===== config.mk =====
export PLATFORM = sky130hd
export DESIGN_NAME = gshare_pht
export DESIGN_NICKNAME = d
export VERILOG_FILES = /design/src/rtl/lc3b_types.sv /design/src/rtl/pht_idx_fifo.sv /design/src/rtl/gshare_pht.sv
export SDC_FILE = /design/constraint.sdc
export NUM_CORES = 1
export LEC_CHECK = 0
export ABC_CLOCK_PERIOD_IN_PS = 2900
export BUFFER_PORTS_ARGS = -buffer_cell sky130_fd_sc_hd__buf_4
export CAP_MARGIN = 20
export CORE_MARGIN = 8
export CORE_UTILIZATION = 45
export CTS_CLUSTER_DIAMETER = 120
export CTS_CLUSTER_SIZE = 30
export DETAILED_ROUTE_END_ITERATION = 10
export SLEW_MARGIN = 10
export SYNTH_ARGS = -nofsm -noshare
export SYNTH_HDL_FRONTEND = slang
export SYNTH_HIERARCHICAL = 1
export SYNTH_SLANG_ARGS = --single-unit

===== constraint.sdc =====
create_clock -name clk -period 2.9 [get_ports clk]
set_input_delay 0.58 -clock clk [delete_from_list [all_inputs] [get_ports clk]]
set_output_delay 0.58 -clock clk [all_outputs]
set_load 0.02 [all_outputs]

===== src/rtl/lc3b_types.sv =====
// Shared LC-3b datapath types plus the pattern-history-table counter encoding.
// Latency: n/a (types, constants and a pure helper function only).
// Backpressure: n/a.
package lc3b_types;

  typedef logic [15:0] lc3b_word;

  // 2-bit saturating branch counter; MSB is the taken prediction.
  typedef logic [1:0] pht_ctr_t;

  localparam pht_ctr_t PHT_WNT = 2'b01;  // weakly not-taken (post-init value)
  localparam pht_ctr_t PHT_WT  = 2'b10;  // weakly taken

  typedef enum logic {PHT_INIT, PHT_RUN} pht_state_t;

  // Saturating train step: +1 toward 2'b11 on taken, -1 toward 2'b00 otherwise.
  function automatic pht_ctr_t pht_ctr_next(input pht_ctr_t c, input logic taken);
    pht_ctr_t n;
    n = c;
    if (taken) begin
      if (c != 2'b11) n = c + 2'b01;
    end else begin
      if (c != 2'b00) n = c - 2'b01;
    end
    return n;
  endfunction

endpackage


===== src/rtl/pht_idx_fifo.sv =====
// In-order FIFO of PHT indices for predictions awaiting resolution.
// Latency: push visible at head/count the cycle after; head is read combinationally.
// Backpressure: push ignored when full, pop ignored when empty; flush empties it and wins over push/pop.
// Ports: clk/rst_n; push + push_idx; pop; flush; head_idx (oldest entry); empty, full, count.
module pht_idx_fifo #(
  parameter int W     = 4,
  parameter int DEPTH = 4,
  parameter int CW    = $clog2(DEPTH) + 1
) (
  input  logic          clk,
  input  logic          rst_n,
  input  logic          push,
  input  logic [W-1:0]  push_idx,
  input  logic          pop,
  input  logic          flush,
  output logic [W-1:0]  head_idx,
  output logic          empty,
  output logic          full,
  output logic [CW-1:0] count
);

  localparam int AW = $clog2(DEPTH);

  logic [W-1:0]  mem [DEPTH];
  logic [AW-1:0] wr_ptr;
  logic [AW-1:0] rd_ptr;
  logic          push_ok;
  logic          pop_ok;

  assign empty    = (count == '0);
  assign full     = (count == CW'(DEPTH));
  assign push_ok  = push && !full;
  assign pop_ok   = pop && !empty;
  assign head_idx = mem[rd_ptr];

  always_ff @(posedge clk or negedge rst_n) begin
    if (!rst_n) begin
      wr_ptr <= '0;
      rd_ptr <= '0;
      count  <= '0;
    end else if (flush) begin
      wr_ptr <= '0;
      rd_ptr <= '0;
      count  <= '0;
    end else begin
      if (push_ok) wr_ptr <= wr_ptr + AW'(1);
      if (pop_ok)  rd_ptr <= rd_ptr + AW'(1);
      count <= count + CW'(push_ok) - CW'(pop_ok);
    end
  end

  // Storage needs no reset: entries are only read after being written.
  always_ff @(posedge clk) begin
    if (push_ok) mem[wr_ptr] <= push_idx;
  end

endmodule


===== src/rtl/gshare_pht.sv =====
// Gshare/bimodal branch predictor: PHT of 2-bit counters, lookup at fetch, train at resolve.
// Latency: prediction registered, 1 cycle after lookup; training visible to lookups the next cycle.
// Backpressure: ready=0 during the init sweep or while the in-flight queue is full; lookups are then dropped.
// Ports: clk, rst_n (async active-low); bhr_in, fetch_valid/fetch_is_br/fetch_pc (lookup);
//   ready, predict_valid/predict_taken (prediction); resolve_valid/resolve_taken (training);
//   flush (drop in-flight entries); q_count (in-flight entries).
// Build option: define GSHARE_PHT_XOR_EN to hash bhr_in into the index (gshare); otherwise bimodal.
module gshare_pht
  import lc3b_types::*;
#(
  parameter int HIST_W  = 4,
  parameter int IDX_W   = 4,
  parameter int Q_DEPTH = 4
) (
  input  logic                       clk,
  input  logic                       rst_n,
  input  logic [HIST_W-1:0]          bhr_in,
  input  logic                       fetch_valid,
  input  logic                       fetch_is_br,
  input  lc3b_word                   fetch_pc,
  output logic                       ready,
  output logic                       predict_valid,
  output logic                       predict_taken,
  input  logic                       resolve_valid,
  input  logic                       resolve_taken,
  input  logic                       flush,
  output logic [$clog2(Q_DEPTH):0]   q_count
);

  localparam int ENTRIES = 1 << IDX_W;

  pht_state_t       state;
  pht_state_t       state_nxt;
  logic [IDX_W-1:0] ptr;
  logic [IDX_W-1:0] ptr_nxt;

  pht_ctr_t         pht [ENTRIES];

  logic             run;
  logic             lookup;
  logic             resolve;
  logic             q_empty;
  logic             q_full;
  logic [IDX_W-1:0] fetch_idx;
  logic [IDX_W-1:0] head_idx;

  // Only PC bits [IDX_W:1] feed the index; the rest are intentionally ignored.
  logic             unused_pc;
  assign unused_pc = ^{fetch_pc[15:IDX_W+1], fetch_pc[0]};

`ifdef GSHARE_PHT_XOR_EN
  assign fetch_idx = fetch_pc[IDX_W:1] ^ IDX_W'(bhr_in);
`else
  logic unused_bhr;
  assign unused_bhr = ^bhr_in;
  assign fetch_idx  = fetch_pc[IDX_W:1];
`endif

  // Init sweep: one entry per cycle, then run until the next reset.
  always_ff @(posedge clk or negedge rst_n) begin
    if (!rst_n) begin
      state <= PHT_INIT;
      ptr   <= '0;
    end else begin
      state <= state_nxt;
      ptr   <= ptr_nxt;
    end
  end

  always_comb begin
    state_nxt = state;
    ptr_nxt   = ptr;
    case (state)
      PHT_INIT: begin
        ptr_nxt = ptr + IDX_W'(1);
        if (ptr == IDX_W'(ENTRIES - 1)) state_nxt = PHT_RUN;
      end
      PHT_RUN: begin
        ptr_nxt = ptr;
      end
      default: begin
        state_nxt = PHT_INIT;
        ptr_nxt   = '0;
      end
    endcase
  end

  assign run     = (state == PHT_RUN);
  assign ready   = run && !q_full;
  assign lookup  = fetch_valid && fetch_is_br && ready;
  // A same-cycle push cannot satisfy a resolve on an empty queue.
  assign resolve = run && resolve_valid && !q_empty;

  // Counter array: swept to weakly not-taken in INIT, trained at the queue head in RUN.
  // The lookup below samples the old value, giving read-before-write on collisions.
  always_ff @(posedge clk) begin
    if (!run) begin
      pht[ptr] <= PHT_WNT;
    end else if (resolve) begin
      pht[head_idx] <= pht_ctr_next(pht[head_idx], resolve_taken);
    end
  end

  always_ff @(posedge clk or negedge rst_n) begin
    if (!rst_n) begin
      predict_valid <= 1'b0;
      predict_taken <= 1'b0;
    end else begin
      predict_valid <= lookup;
      predict_taken <= lookup && pht[fetch_idx][1];
    end
  end

  // Flush still lets a same-cycle lookup predict, but its index is not queued.
  pht_idx_fifo #(
    .W     (IDX_W),
    .DEPTH (Q_DEPTH),
    .CW    ($clog2(Q_DEPTH) + 1)
  ) u_idx_fifo (
    .clk      (clk),
    .rst_n    (rst_n),
    .push     (lookup && !flush),
    .push_idx (fetch_idx),
    .pop      (resolve),
    .flush    (flush),
    .head_idx (head_idx),
    .empty    (q_empty),
    .full     (q_full),
    .count    (q_count)
  );

endmodule


# == Word-level counts from Yosys, hierarchy flattened ==
# Memory sizes are Yosys's and may differ from the RTL's.
# Cells that the tools add are included.
# word_totals
reg_bits,14
ramBits,48
output_inout_bits,6
word_cells,58
mem_count,2
# op_classes
add_sub_neg,7
eq_ne,3
mux,22
reduce_logical,17
# mem_list
memory,depth,width,read_ports,rd_ports_with_merged_regs,write_ports,line,text
pht,16,2,2,0,1,gshare_pht.sv:37,pht_ctr_t pht [ENTRIES];
u_idx_fifo.mem,4,4,1,0,1,pht_idx_fifo.sv:24,logic [W-1:0] mem [DEPTH];
# ops
op,count
2-to-1 mux 2 bit,10
logical AND 1 bit,9
2-to-1 mux 1 bit,9
2-to-1 mux 4 bit,2
adder 2 x 1 -> 2 bit (second input constant),3
nonzero test 2 bit,3
adder 4 x 1 -> 4 bit (second input constant),1
equality test 4 bit (second input constant),1
adder 3 x 1 -> 3 bit,1
equality test 3 bit (second input constant),1
logical NOT 1 bit,3
logical NOT 3 bit,1
2-to-1 mux 3 bit,1
subtractor 3 x 1 -> 3 bit,1
inequality test 2 bit (second input constant),1
OR reduction 2 bit,1
subtractor 2 x 1 -> 2 bit (second input constant),1

# == Depth between registers and ports, before layout ==
# Gate-level depths: netlist of run 1.
# depth
depth_word,9
depth_mapped,14

# == Hierarchy ==
# The synthesis of run 1 kept the hierarchy.
# by_module_without_submodules
module,n_inst,cells_each,area_each_um2,seq_area_each_um2
gshare_pht,1,131,1875.5,1136.1
pht_idx_fifo,1,67,1038.5,655.6

# == Worst setup path after synthesis of run 1 ==
# No wires, ideal clock.
# synth_path
path_kind,register -> register
startpoint,register u_idx_fifo.count[2]
endpoint,register u_idx_fifo.count[2]
setup_time_ns,0.119
arrival_time_ns,2.658
required_ns,2.781
slack_ns,0.123
stages_incl_launch_ff,15
n_path_buf,0
period_less_slack_ns,2.777
cell_sequence,dfrtp_1 -> nor3b_2 -> nor2b_1 -> nand3_1 -> nor2_1 -> inv_1 -> nor2_2 -> inv_1 -> ha_1 -> inv_1 -> ha_1 -> inv_1 -> fa_1 -> xnor2_1 -> nor2_1
# synth_via
elab_chain_cells,9
word_cells_on_any_way,13
classes_between,add/sub (2); eq/ne (1); mux (1); reduce/logical (9)
# synth_lines
item,line,text
"start, declared",pht_idx_fifo.sv:19,output logic [CW-1:0] count
"start signal, assigned",pht_idx_fifo.sv:48,count <= count + CW'(push_ok) - CW'(pop_ok);
equality test 3 bit,pht_idx_fifo.sv:31,assign full = (count == CW'(DEPTH));
via q_full,gshare_pht.sv:43,logic q_full;
logical NOT 1 bit,gshare_pht.sv:89,assign ready = run && !q_full;
logical AND 1 bit,gshare_pht.sv:89,
via ready,gshare_pht.sv:21,"output logic ready,"
logical AND 1 bit,gshare_pht.sv:90,assign lookup = fetch_valid && fetch_is_br && ready;
logical AND 1 bit,gshare_pht.sv:122,".push (lookup && !flush),"
logical AND 1 bit,pht_idx_fifo.sv:32,assign push_ok = push && !full;
adder 3 x 1 -> 3 bit,pht_idx_fifo.sv:48,
subtractor 3 x 1 -> 3 bit,pht_idx_fifo.sv:48,
2-to-1 mux 3 bit,pht_idx_fifo.sv:41,end else if (flush) begin
# The timed path passes the listed nets, and every way through them passes these cells.
# A chain may end at the register's enable or synchronous reset.

# == Worst setup path after layout of run 1 ==
# layout_path
startpoint,register u_idx_fifo.rd_ptr[0]
endpoint,memory pht[13][1] (netlist bit) (data pin)
# layout_via
elab_chain_cells,8
word_cells_on_any_way,12
classes_between,add/sub (2); eq/ne (1); mux (6); reduce/logical (1); memory (2)
# layout_lines
item,line,text
"start, declared",pht_idx_fifo.sv:26,logic [AW-1:0] rd_ptr;
"start signal, assigned",pht_idx_fifo.sv:47,if (pop_ok) rd_ptr <= rd_ptr + AW'(1);
memory read (4 x 4 bit) *,n/a,
via head_idx[0],gshare_pht.sv:45,logic [IDX_W-1:0] head_idx;
memory read (16 x 2 bit) *,n/a,
subtractor 2 x 1 -> 2 bit (tied with other cells),lc3b_types.sv:23,if (c != 2'b00) n = c - 2'b01;
"2-to-1 mux 2 bit, on equally long branches","lc3b_types.sv:23, lc3b_types.sv:21",
2-to-1 mux 2 bit *,lc3b_types.sv:20,if (taken) begin
2-to-1 mux 2 bit *,gshare_pht.sv:99,end else if (resolve) begin
2-to-1 mux 2 bit *,gshare_pht.sv:97,if (!run) begin
2-to-1 mux 2 bit (no line) *,n/a,
"end, declared",gshare_pht.sv:37,
# The timed path passes the listed nets; every way through them passes the cells marked *. The select of a mux whose other input is x is not followed.

==> metrics.cfg, run 1 <==
[clocking]
cts_tree = yes
clk_latency_ns = 0.34
clockBufferDepth = 2
path_clk_slew_ns = 0.06
cts_sinks = 62
root_buffer = clkbuf_8
post_cts_buffers = 0
htree_num_levels = 3
numCtsBuffers = 9

[layout]
area_growth_pct = 15.7
drive_above_1_share_pct = 24.5
fin_util_pct = 53.4
final-seq-area_mm2 = 0.00179
diodes = 0
multi_input_area_mm2 = 0.00104
fin_nets = 259
nFillCells = 526

[worst_setup_path]
endpoint_kind = flop
path_cells = mux4_2, buf_4, mux4_1, nand3_1, nand3_2, o21ai_1, a21oi_2
crit_fanout = 16
cp-start-kind = flop
path_class = reg -> reg
required_ns = 2.95
critPathSlowestCell = mux4_2
crit_path_max_incr_delay_ns = 0.66
arrival_ns = 2.71
path_buf_inv = 1
crit_family = multiplexers

[logic_synthesis]
synth-edff-count = 48
synth_seq_cells = 62
netlist_instances = 198
synth-seq-area-share_pct = 61.5
synth_area_leader_cell = edfxtp_1
synthFlopType = edfxtp_1
async_flop_share_pct = 22.6
syn_area_per_cell_um2 = 14.7
synth_area_leaders = edfxtp_1 49%, dfrtp_1 12%, mux4_2 9.3%, mux4_1 3.6%, nor2_1 3.1%
yosys.area.top_type_share_pct = 49.5
ys_warn_count = 6
syn_nets = 233
syn-cell-area_mm2 = 0.00291
synth_cell_types = 41

[sta]
slew_violations = 0
fin_crit_sh_pct = 91.5
period_minus_slack_ns = 2.65
max_freq_mhz = 377
tns_ns = 0
slew_headroom_pct = 58.4
fin_ws_ns = 0.245
finClkSkew_ns = 0.00687
rsz0062_at_grt = false
final-hold-violation-count = 0
worstMarginPinSlew_ns = 0.624
finalSetupViolCount = 0
hold_slack_ns = 0.0849

[pwr]
p_comb_share_pct = 19.5
p_int_mw = 1.78
finalPower_mw = 2.40
p_leak_nw = 1.24
powerDensity_mw_per_mm2 = 713
p_sw_mw = 0.626
ir_drop_v = 0.000404
power.share.sequential_pct = 44.0
p_sw_share_pct = 26.1
pwr-share-clk_pct = 36.4

[routing]
drt-vias-per-instance = 5.56
routedWlPerCell_um = 18.7
ant_nets = 0
drtIter0Drc = 124
drt-total-wl_um = 5740
vias = 1701
drc = 0
dr.pass1.iters = 5

[placed_design]
hpwlAfterDp_um = 4260
io_buffers = 16
place_ws_ns = -0.264
gp_congestion = 0.818

[floorplan]
fp-row-count = 29
die-width_um = 96.5
initial_utilization_pct = 46.2
core_area_mm2 = 0.00631
die_area_mm2 = 0.00931
pin_count = 33
die_y_um = 96.5

[outcome]
status = complete, no violations

[global_routing]
grt_first_pass_wirelength_um = 9160
grt_max_degree = 17
grt_antenna_before_repair = 0
first_global_vias = 1823
grt_overflow = 0
track_usage_pct = 13.6

[worst_hold_path]
hold_path.class = in -> async

[flow_run]
timing.max_cap.violations = 0

-- final cells by class --
| cell class | instances | area share (%) |
|---|---|---|
| Sequential cell | 62 | 53.1 |
| Inverter | 13 | 1.45 |
| Multi-Input combinational cell | 116 | 30.9 |
| Clock inverter | 5 | 2.89 |
| Tap cell | 77 | 2.86 |
| Timing Repair Buffer | 22 | 4.90 |
| Clock buffer | 11 | 3.90 |
-- synth_stat cells, drive strengths merged, types with 2 or more instances --
library cell   n
edfxtp        48
nor2          25
mux4          16
dfrtp         14
inv           13
ha             7
nand2          7
nor2b          6
a21oi          5
buf            5
nand3          5
a31oi          4
and2           4
nor3           4
o21ai          4
xnor2          4
nand2b         3
nor3b          3
a211oi         2
a22oi          2
a32oi          2
clkbuf         2
mux2i          2
or3            2
xor2           2
-- registers in the layout (all words and copies together) (netlist names) --
signal / count
predict_taken: 1
ptr: 4
u_idx_fifo/count: 3
pht: 32
predict_valid: 1
u_idx_fifo/rd_ptr: 2
run: 1
u_idx_fifo/mem: 16
u_idx_fifo/wr_ptr: 2
-- per-stage QoR --
| stage | instances | area, um2 |
|---|---|---|
| 3_3_place_gp | 290 | 3130 |
| 5_1_grt | 306 | 3370 |
| 3_5_place_dp | 290 | 3130 |
| 2_1_floorplan | 198 | 2910 |
| 6_report | 306 | 3370 |
| 4_1_cts | 306 | 3360 |
-- cell usage in the layout, fill, tap and decap left out, drive strengths merged, types with 3 or more instances in the layout --
cell type	count
a21oi	5
a31oi	4
and2	4
buf	22
bufinv	3
clkbuf	11
dfrtp	14
edfxtp	48
ha	7
inv	13
mux4	16
nand2	7
nand2b	3
nand3	5
nor2	25
nor2b	6
nor3	4
nor3b	3
o21ai	4
xnor2	4
-- power groups by stage --
stage / registers [mW] / logic, mW / clock network (mW)
6_report: 1.06 / 0.469 / 0.876
5_1_grt: 1.06 / 0.519 / 0.924
4_1_cts: 1.06 / 0.465 / 0.894
3_5_place_dp: 1.08 / 0.457 / 0
3_3_place_gp: 1.08 / 0.443 / 0
2_1_floorplan: 1.09 / 0.301 / 0
-- kinds of logic after synthesis --
family | share of synthesized area (%)
AOI/OAI and AO/OA | 4.77
xor gates and xnor gates | 1.80
muxes | 14.0
adders and majority gates | 3.69
and+or+nand+nor | 11.0
buffers and inverters | 3.31
DFF | 61.5
-- what timing repair did --
item,in CTS,in global routing
hold buffers,0,0
endpoints found under the setup margin,32,16
resized for setup,2,1
-- layer usage --
| layer | share of wire, % | track usage, % |
|---|---|---|
| met5 | 0 | 0 |
| met4 | 1.7 | 5.80 |
| met3 | 4.3 | 4.48 |
| met2 | 52 | 23.1 |
| met1 | 42 | 15.5 |
-- worst paths after layout --
path,startpoint,end,slack [ns],depth (start not counted)
setup / recovery,u_idx_fifo/rd_ptr[0],pht[13][1],0.25,7
hold / removal,rst_n,ptr[2],0.08,1
setup reg to reg,u_idx_fifo/rd_ptr[0],pht[13][1],0.25,7
hold reg to reg,ptr[2],ptr[2],0.52,1
max in group asynchronous,rst_n,u_idx_fifo/wr_ptr[1],2.64,1
min in group clk,flush,u_idx_fifo/count[2],0.47,2
No activity file was read; power rests on OpenSTA's default activity.
==> run 2: changes to the inputs <==
Settings changed: CORE_MARGIN 8 to not set, CORE_UTILIZATION 45 to 58, PLACE_DENSITY set to 0.79.
==> run 2 against run 1 <==
Compared with the run above:
- global-route usage up 13 points
- worst setup slack lost 0.071 ns
- hold slack better by 0.0030 ns
- wire length is 0.49% higher
- flip-flop and latch count stayed put
- final cell count is 2.9% lower
- total power shrank 11%
- non-clock buffer count grew 2
- clock power fell by 33%
==> metrics.cfg, run 2 (synthesis gave the netlist of run 1 again) <==
[outcome]
status = complete, no violations

[clocking]
clk_latency_ns = 0.33  ; about the same
postCtsHoldBufs = 0  ; unchanged
clockBufferDepth = 2  ; unchanged
numCtsBuffers = 9  ; unchanged
root_buffer = clkbuf_8
post_cts_buffers = 0  ; unchanged
path_clk_slew_ns = 0.06  ; about the same
cts_tree = yes
cts_sinks = 62  ; unchanged
htree_num_levels = 3  ; unchanged

[global_routing]
track_usage_pct = 26.4  ; +13 points
grt_antenna_before_repair = 0  ; unchanged
grt_first_pass_wirelength_um = 9670  ; +5.6%
grt_overflow = 0  ; unchanged
first_global_vias = 1879  ; +3.1%
grt_max_degree = 17  ; unchanged

[layout]
diodes = 0  ; unchanged
drive_above_1_share_pct = 25.2  ; +0.76 points
layout_common_cells = 48 x edfxtp_1, 24 x nor2_1, 24 x buf_4
stdcell_area_mm2 = 0.00331  ; -1.7%
largest_reg_flops = 32  ; unchanged
top_regs = pht: 32 flops, u_idx_fifo/mem: 16 flops, ptr: 4 flops
instances_no_fill = 297  ; -2.9%
largest_register = pht
area_growth_pct = 13.7
final_common_cell = edfxtp_1
fin_nets = 261  ; +0.77%

[worst_setup_path]
arrival_ns = 2.77  ; +0.06 ns
regToRegSetupSlack_ns = 0.17  ; -0.07 ns
crit_fanout = 16  ; unchanged
required_ns = 2.95  ; about the same
cp-start-kind = flop
endpoint_kind = flop
path_class = reg -> reg

[sta]
worstMarginPinSlew_ns = 0.628  ; +0.00326 ns
finClkSkew_ns = 0.00508  ; -0.00179 ns
fin_crit_sh_pct = 94.0  ; +2.4 points
rsz0062_at_grt = false
slew_headroom_pct = 58.0  ; -0.41 points
period_minus_slack_ns = 2.73  ; +0.0710 ns
slew_violations = 0  ; unchanged
finalSetupViolCount = 0  ; unchanged
hold_slack_ns = 0.0879  ; +0.00299 ns
max_freq_mhz = 367  ; -2.6%
fin_ws_ns = 0.174  ; -0.0710 ns
final-hold-violation-count = 0  ; unchanged

[routing]
drc = 0  ; unchanged
ant_nets = 0  ; unchanged
dr.pass1.iters = 4  ; -1
routedWlPerCell_um = 19.4  ; +3.5%
drt-total-wl_um = 5760  ; +0.49%
drt-vias-per-instance = 6.00  ; +7.9%
vias = 1781  ; +4.7%
drtIter0Drc = 170  ; +37%

[floorplan]
die-width_um = 72.9  ; -24%
pin_count = 33  ; unchanged
die_y_um = 72.9  ; -24%
core_area_mm2 = 0.00479  ; -24%
die_area_mm2 = 0.00531  ; -43%
fp-row-count = 25  ; -14%
initial_utilization_pct = 60.9  ; +15 points

[placed_design]
place_ws_ns = -0.283  ; -0.0186 ns
io_buffers = 16  ; unchanged
gp_congestion = 0.882  ; +7.9%
dp_cells = 282  ; -2.8%
placed_area_mm2 = 0.00313  ; about the same
hpwlAfterDp_um = 4200  ; -1.5%

[pwr]
p_leak_nw = 1.21  ; -1.7%
powerDensity_mw_per_mm2 = 649  ; -8.9%
ir_drop_v = 0.000427  ; +5.8%

[worst_hold_path]
hold_path.class = in -> async

[flow_run]
timing.max_cap.violations = 0  ; unchanged

-- run 2: cell count changes in the layout (fill, tap and decap cells not counted), sizes merged --
cell,before,now
clkinv,2,3
bufinv,3,0
clkbuf,11,12
buf,22,24
-- run 2: critical path: stages, from the launching register on --
cell     delay [ns]
dfrtp_1        0.37
mux4_2         0.65
buf_4          0.22
mux4_2         0.44
a22oi_2        0.17
nand3_2        0.13
o21ai_1        0.27
a21oi_4        0.18
-- run 2: metal layers --
metal	share of wire (%)	routed length, um	vias up	GRT usage, %
met5	0	0	-	0
met4	1.2	71	0	16.8
met3	5.7	330	8	6.35
met2	52	2980	71	40.0
met1	41	2380	903	34.8
li1	-	-	799	-
-- run 2: path summary, 6_finish.rpt --
| check | startpoint | end | cells after the start |
|---|---|---|---|
| min reg2reg | ptr[2] | ptr[2] | 1 |
| min | rst_n | u_idx_fifo/count[2] | 1 |
| min in group clk | flush | u_idx_fifo/wr_ptr[0] | 2 |
| max in group asynchronous | rst_n | ptr[3] | 1 |
| max reg2reg | u_idx_fifo/rd_ptr[0] | pht[13][1] | 7 |
| max | u_idx_fifo/rd_ptr[0] | pht[13][1] | 7 |
-- run 2: stage by stage --
stage / TNS [ns] / total power [mW] / util (%)
floorplan: 0 / 1.39 / -
global placement: -0.121 / 1.52 / 65.4
detailed placement: -8.94 / 1.55 / 65.4
CTS: 0 / 2.15 / 68.7
global route: 0 / 2.26 / 69.2
finish: 0 / 2.15 / 69.2
-- run 2: power by group --
part,internal [mW],switching (mW),total [mW]
clock,0.298,0.290,0.589
sequential,1.03,0.0342,1.06
combinational,0.199,0.302,0.502
total,1.52,0.627,2.15
-- run 2: area by class of cell --
cell class              instances  area, um2
clock inverters                 3       12.5
repair buffers                 24        180
fillers                       315       1470
multi-input cells             116       1060
inverters                      13       48.8
flip-flops and latches         62       1790
well taps                      67       83.8
clock buffers                  12        135
-- run 2: timing repair --
| item | in CTS | in global routing |
|---|---|---|
| pin swaps | 0 | 0 |
| gates resized for setup | 2 | 5 |
| setup endpoints to repair | 32 | 27 |
==> run 3: changes to the inputs <==
Settings changed: ABC_CLOCK_PERIOD_IN_PS 2900 to 2300, CORE_UTILIZATION 58 to 52, PLACE_DENSITY 0.79 to 0.75.
Clock period 2.9 ns to 2.3 ns, I/O delays scaled along.
==> run 3 against run 2 <==
Compared with the run above:
- global-route usage down 4.2 points
- combinational power up 93%
- the flow now finishes with violations (negative setup slack)
- core utilization rose by 2.7 points
- sequential power rose by 26%
- fmax grew 9.5%
- total power increased by 53%
- final cell count increased by 9.8%
- flip-flop and latch count unchanged
- critical path depth unchanged
==> metrics.cfg, run 3 (synthesis gave the netlist of run 1 again) <==
[layout]
largest_register = pht
drive_above_1_share_pct = 50.4  ; +25 points
top_regs = pht: 32 flops, u_idx_fifo/mem: 16 flops, ptr: 4 flops
largest_reg_flops = 32  ; unchanged
area_growth_pct = 29.2
stdcell_area_mm2 = 0.00376  ; +14%
diodes = 0  ; unchanged
nFillCells = 327  ; +3.8%
fin_util_pct = 71.9  ; +2.7 points
fin_nets = 286  ; +9.6%
layout_common_cells = 48 x edfxtp_1, 42 x buf_4, 16 x mux4_2
multi_input_area_mm2 = 0.00121  ; +15%
final-seq-area_mm2 = 0.00180  ; +0.21%
final_common_cell = edfxtp_1

[placed_design]
hpwlAfterDp_um = 4210  ; +0.17%
io_buffers = 16  ; unchanged
placed_area_mm2 = 0.00333  ; +6.5%
gp_congestion = 0.815  ; -7.7%

[floorplan]
die_y_um = 76.9  ; +5.5%
fp-row-count = 26  ; +4.0%
pin_count = 33  ; unchanged
die_area_mm2 = 0.00591  ; +11%
core_area_mm2 = 0.00524  ; +9.4%
initial_utilization_pct = 55.6  ; -5.3 points
die-width_um = 76.9  ; +5.5%

[sta]
finClkSkew_ns = 0.00748  ; +0.00240 ns
fin_crit_sh_pct = 108  ; +14 points
final-hold-violation-count = 0  ; unchanged
max_freq_mhz = 402  ; +9.5%
slew_violations = 0  ; unchanged
fin_ws_ns = -0.189  ; -0.363 ns
slew_headroom_pct = 72.3  ; +14 points
tns_ns = -5.82  ; -5.82 ns
finalSetupViolCount = 32  ; +32
worstMarginPinSlew_ns = 0.415  ; -0.213 ns
period_minus_slack_ns = 2.49  ; -0.237 ns
rsz0062_at_grt = true

[flow_run]
timing.max_cap.violations = 0  ; unchanged

[routing]
drt-total-wl_um = 6450  ; +12%
ant_nets = 0  ; unchanged
wl_met3_um = 399  ; +21%
top_layer = met4
dr.pass1.iters = 4  ; unchanged
drc = 0  ; unchanged
routedWlPerCell_um = 19.8  ; +1.9%
drtIter0Drc = 200  ; +18%
drt-vias-per-instance = 5.86  ; -2.3%
wl_met1_um = 2550  ; +7.5%
vias = 1909  ; +7.2%
routed-wl-met2_um = 3370  ; +13%

[clocking]
path_clk_slew_ns = 0.06  ; about the same
cts_tree = yes
clk_latency_ns = 0.33  ; about the same
root_buffer = clkbuf_8
numCtsBuffers = 9  ; unchanged
htree_num_levels = 3  ; unchanged
cts_sinks = 62  ; unchanged
clockBufferDepth = 2  ; unchanged

[worst_setup_path]
required_ns = 2.38  ; -0.57 ns
path_cells = mux4_2, mux4_2, a22oi_2, nand3_4, a21oi_2, o21ai_4, buf_12
crit_family = multiplexers
endpoint_kind = flop
path_class = reg -> reg
path_buf_inv = 1  ; unchanged
cp-start-kind = flop
crit_fanout = 16  ; unchanged
cp_common_cell = mux4_2
crit_path_max_incr_delay_ns = 0.61  ; -0.04 ns
critPathSlowestCell = mux4_2
arrival_ns = 2.57  ; -0.20 ns

[global_routing]
grt_overflow = 0  ; unchanged
first_global_vias = 1886  ; +0.37%
grt_max_degree = 17  ; unchanged
grt_first_pass_wirelength_um = 9500  ; -1.7%
grt_antenna_before_repair = 0  ; unchanged
track_usage_pct = 22.2  ; -4.2 points

[pwr]
finalPower_mw = 3.30  ; +53%
powerDensity_mw_per_mm2 = 877  ; +35%
p_leak_nw = 1.37  ; +13%
ir_drop_v = 0.000655  ; +53%

[worst_hold_path]
hold_path.class = in -> reg

[outcome]
violations = negative setup slack
status = finished with violations

run 3: path summary, 6_finish.rpt:
kind / start / cells past startpoint / end / slack, ns
worst min register to register: ptr[2] / 1 / ptr[2] / 0.52
max in group asynchronous: rst_n / 2 / u_idx_fifo/count[0] / 1.57
min in group asynchronous: rst_n / 2 / u_idx_fifo/count[2] / 0.53
worst min-delay path: fetch_pc[4] / 2 / predict_taken / 0.35
worst max-delay path: u_idx_fifo/rd_ptr[0] / 7 / pht[2][0] / -0.19
worst max register to register: u_idx_fifo/rd_ptr[0] / 7 / pht[2][0] / -0.19
run 3: metrics by stage:
stage	std cells	worst slack, ns	hold WS [ns]
floorplan	198	-0.143	0.164
detailed placement	301	-0.236	0.324
finish	326	-0.189	0.349
CTS	320	-0.193	0.343
global placement	301	-0.212	0.326
global route	326	-0.276	0.350
run 3: routing by layer:
layer  up-vias  track usage (%)
li1        851                -
met1       959             28.1
met2        81             35.6
met3        18             6.07
met4         0             10.4
met5         -                0
run 3: layout make-up:
cell class / instances / area share [%]
Tap cell: 70 / 2.33
Sequential cell: 62 / 47.7
Multi-Input combinational cell: 116 / 32.3
Timing Repair Buffer: 49 / 10.9
Inverter: 13 / 1.40
Clock inverter: 6 / 2.03
Clock buffer: 10 / 3.39
run 3: report_power, final:
group | internal (mW) | switching [mW] | total, mW
logic | 0.473 | 0.497 | 0.970
clock network | 0.597 | 0.389 | 0.986
registers | 1.30 | 0.0480 | 1.34
run 3: repair_timing:
item	CTS	global route
hold endpoints to repair	14	0
pin swaps	13	12
resized for setup	19	29
buffers inserted	2	6
endpoints found under the setup margin	43	64
hold buffers	1	0
run 3: worst register-to-register path: stages (launching register included):
cell and delay [ns]:
dfrtp_1 0.38, mux4_2 0.61, mux4_2 0.47, a22oi_2 0.25, nand3_4 0.13, a21oi_2 0.19, o21ai_4 0.07, buf_12 0.15
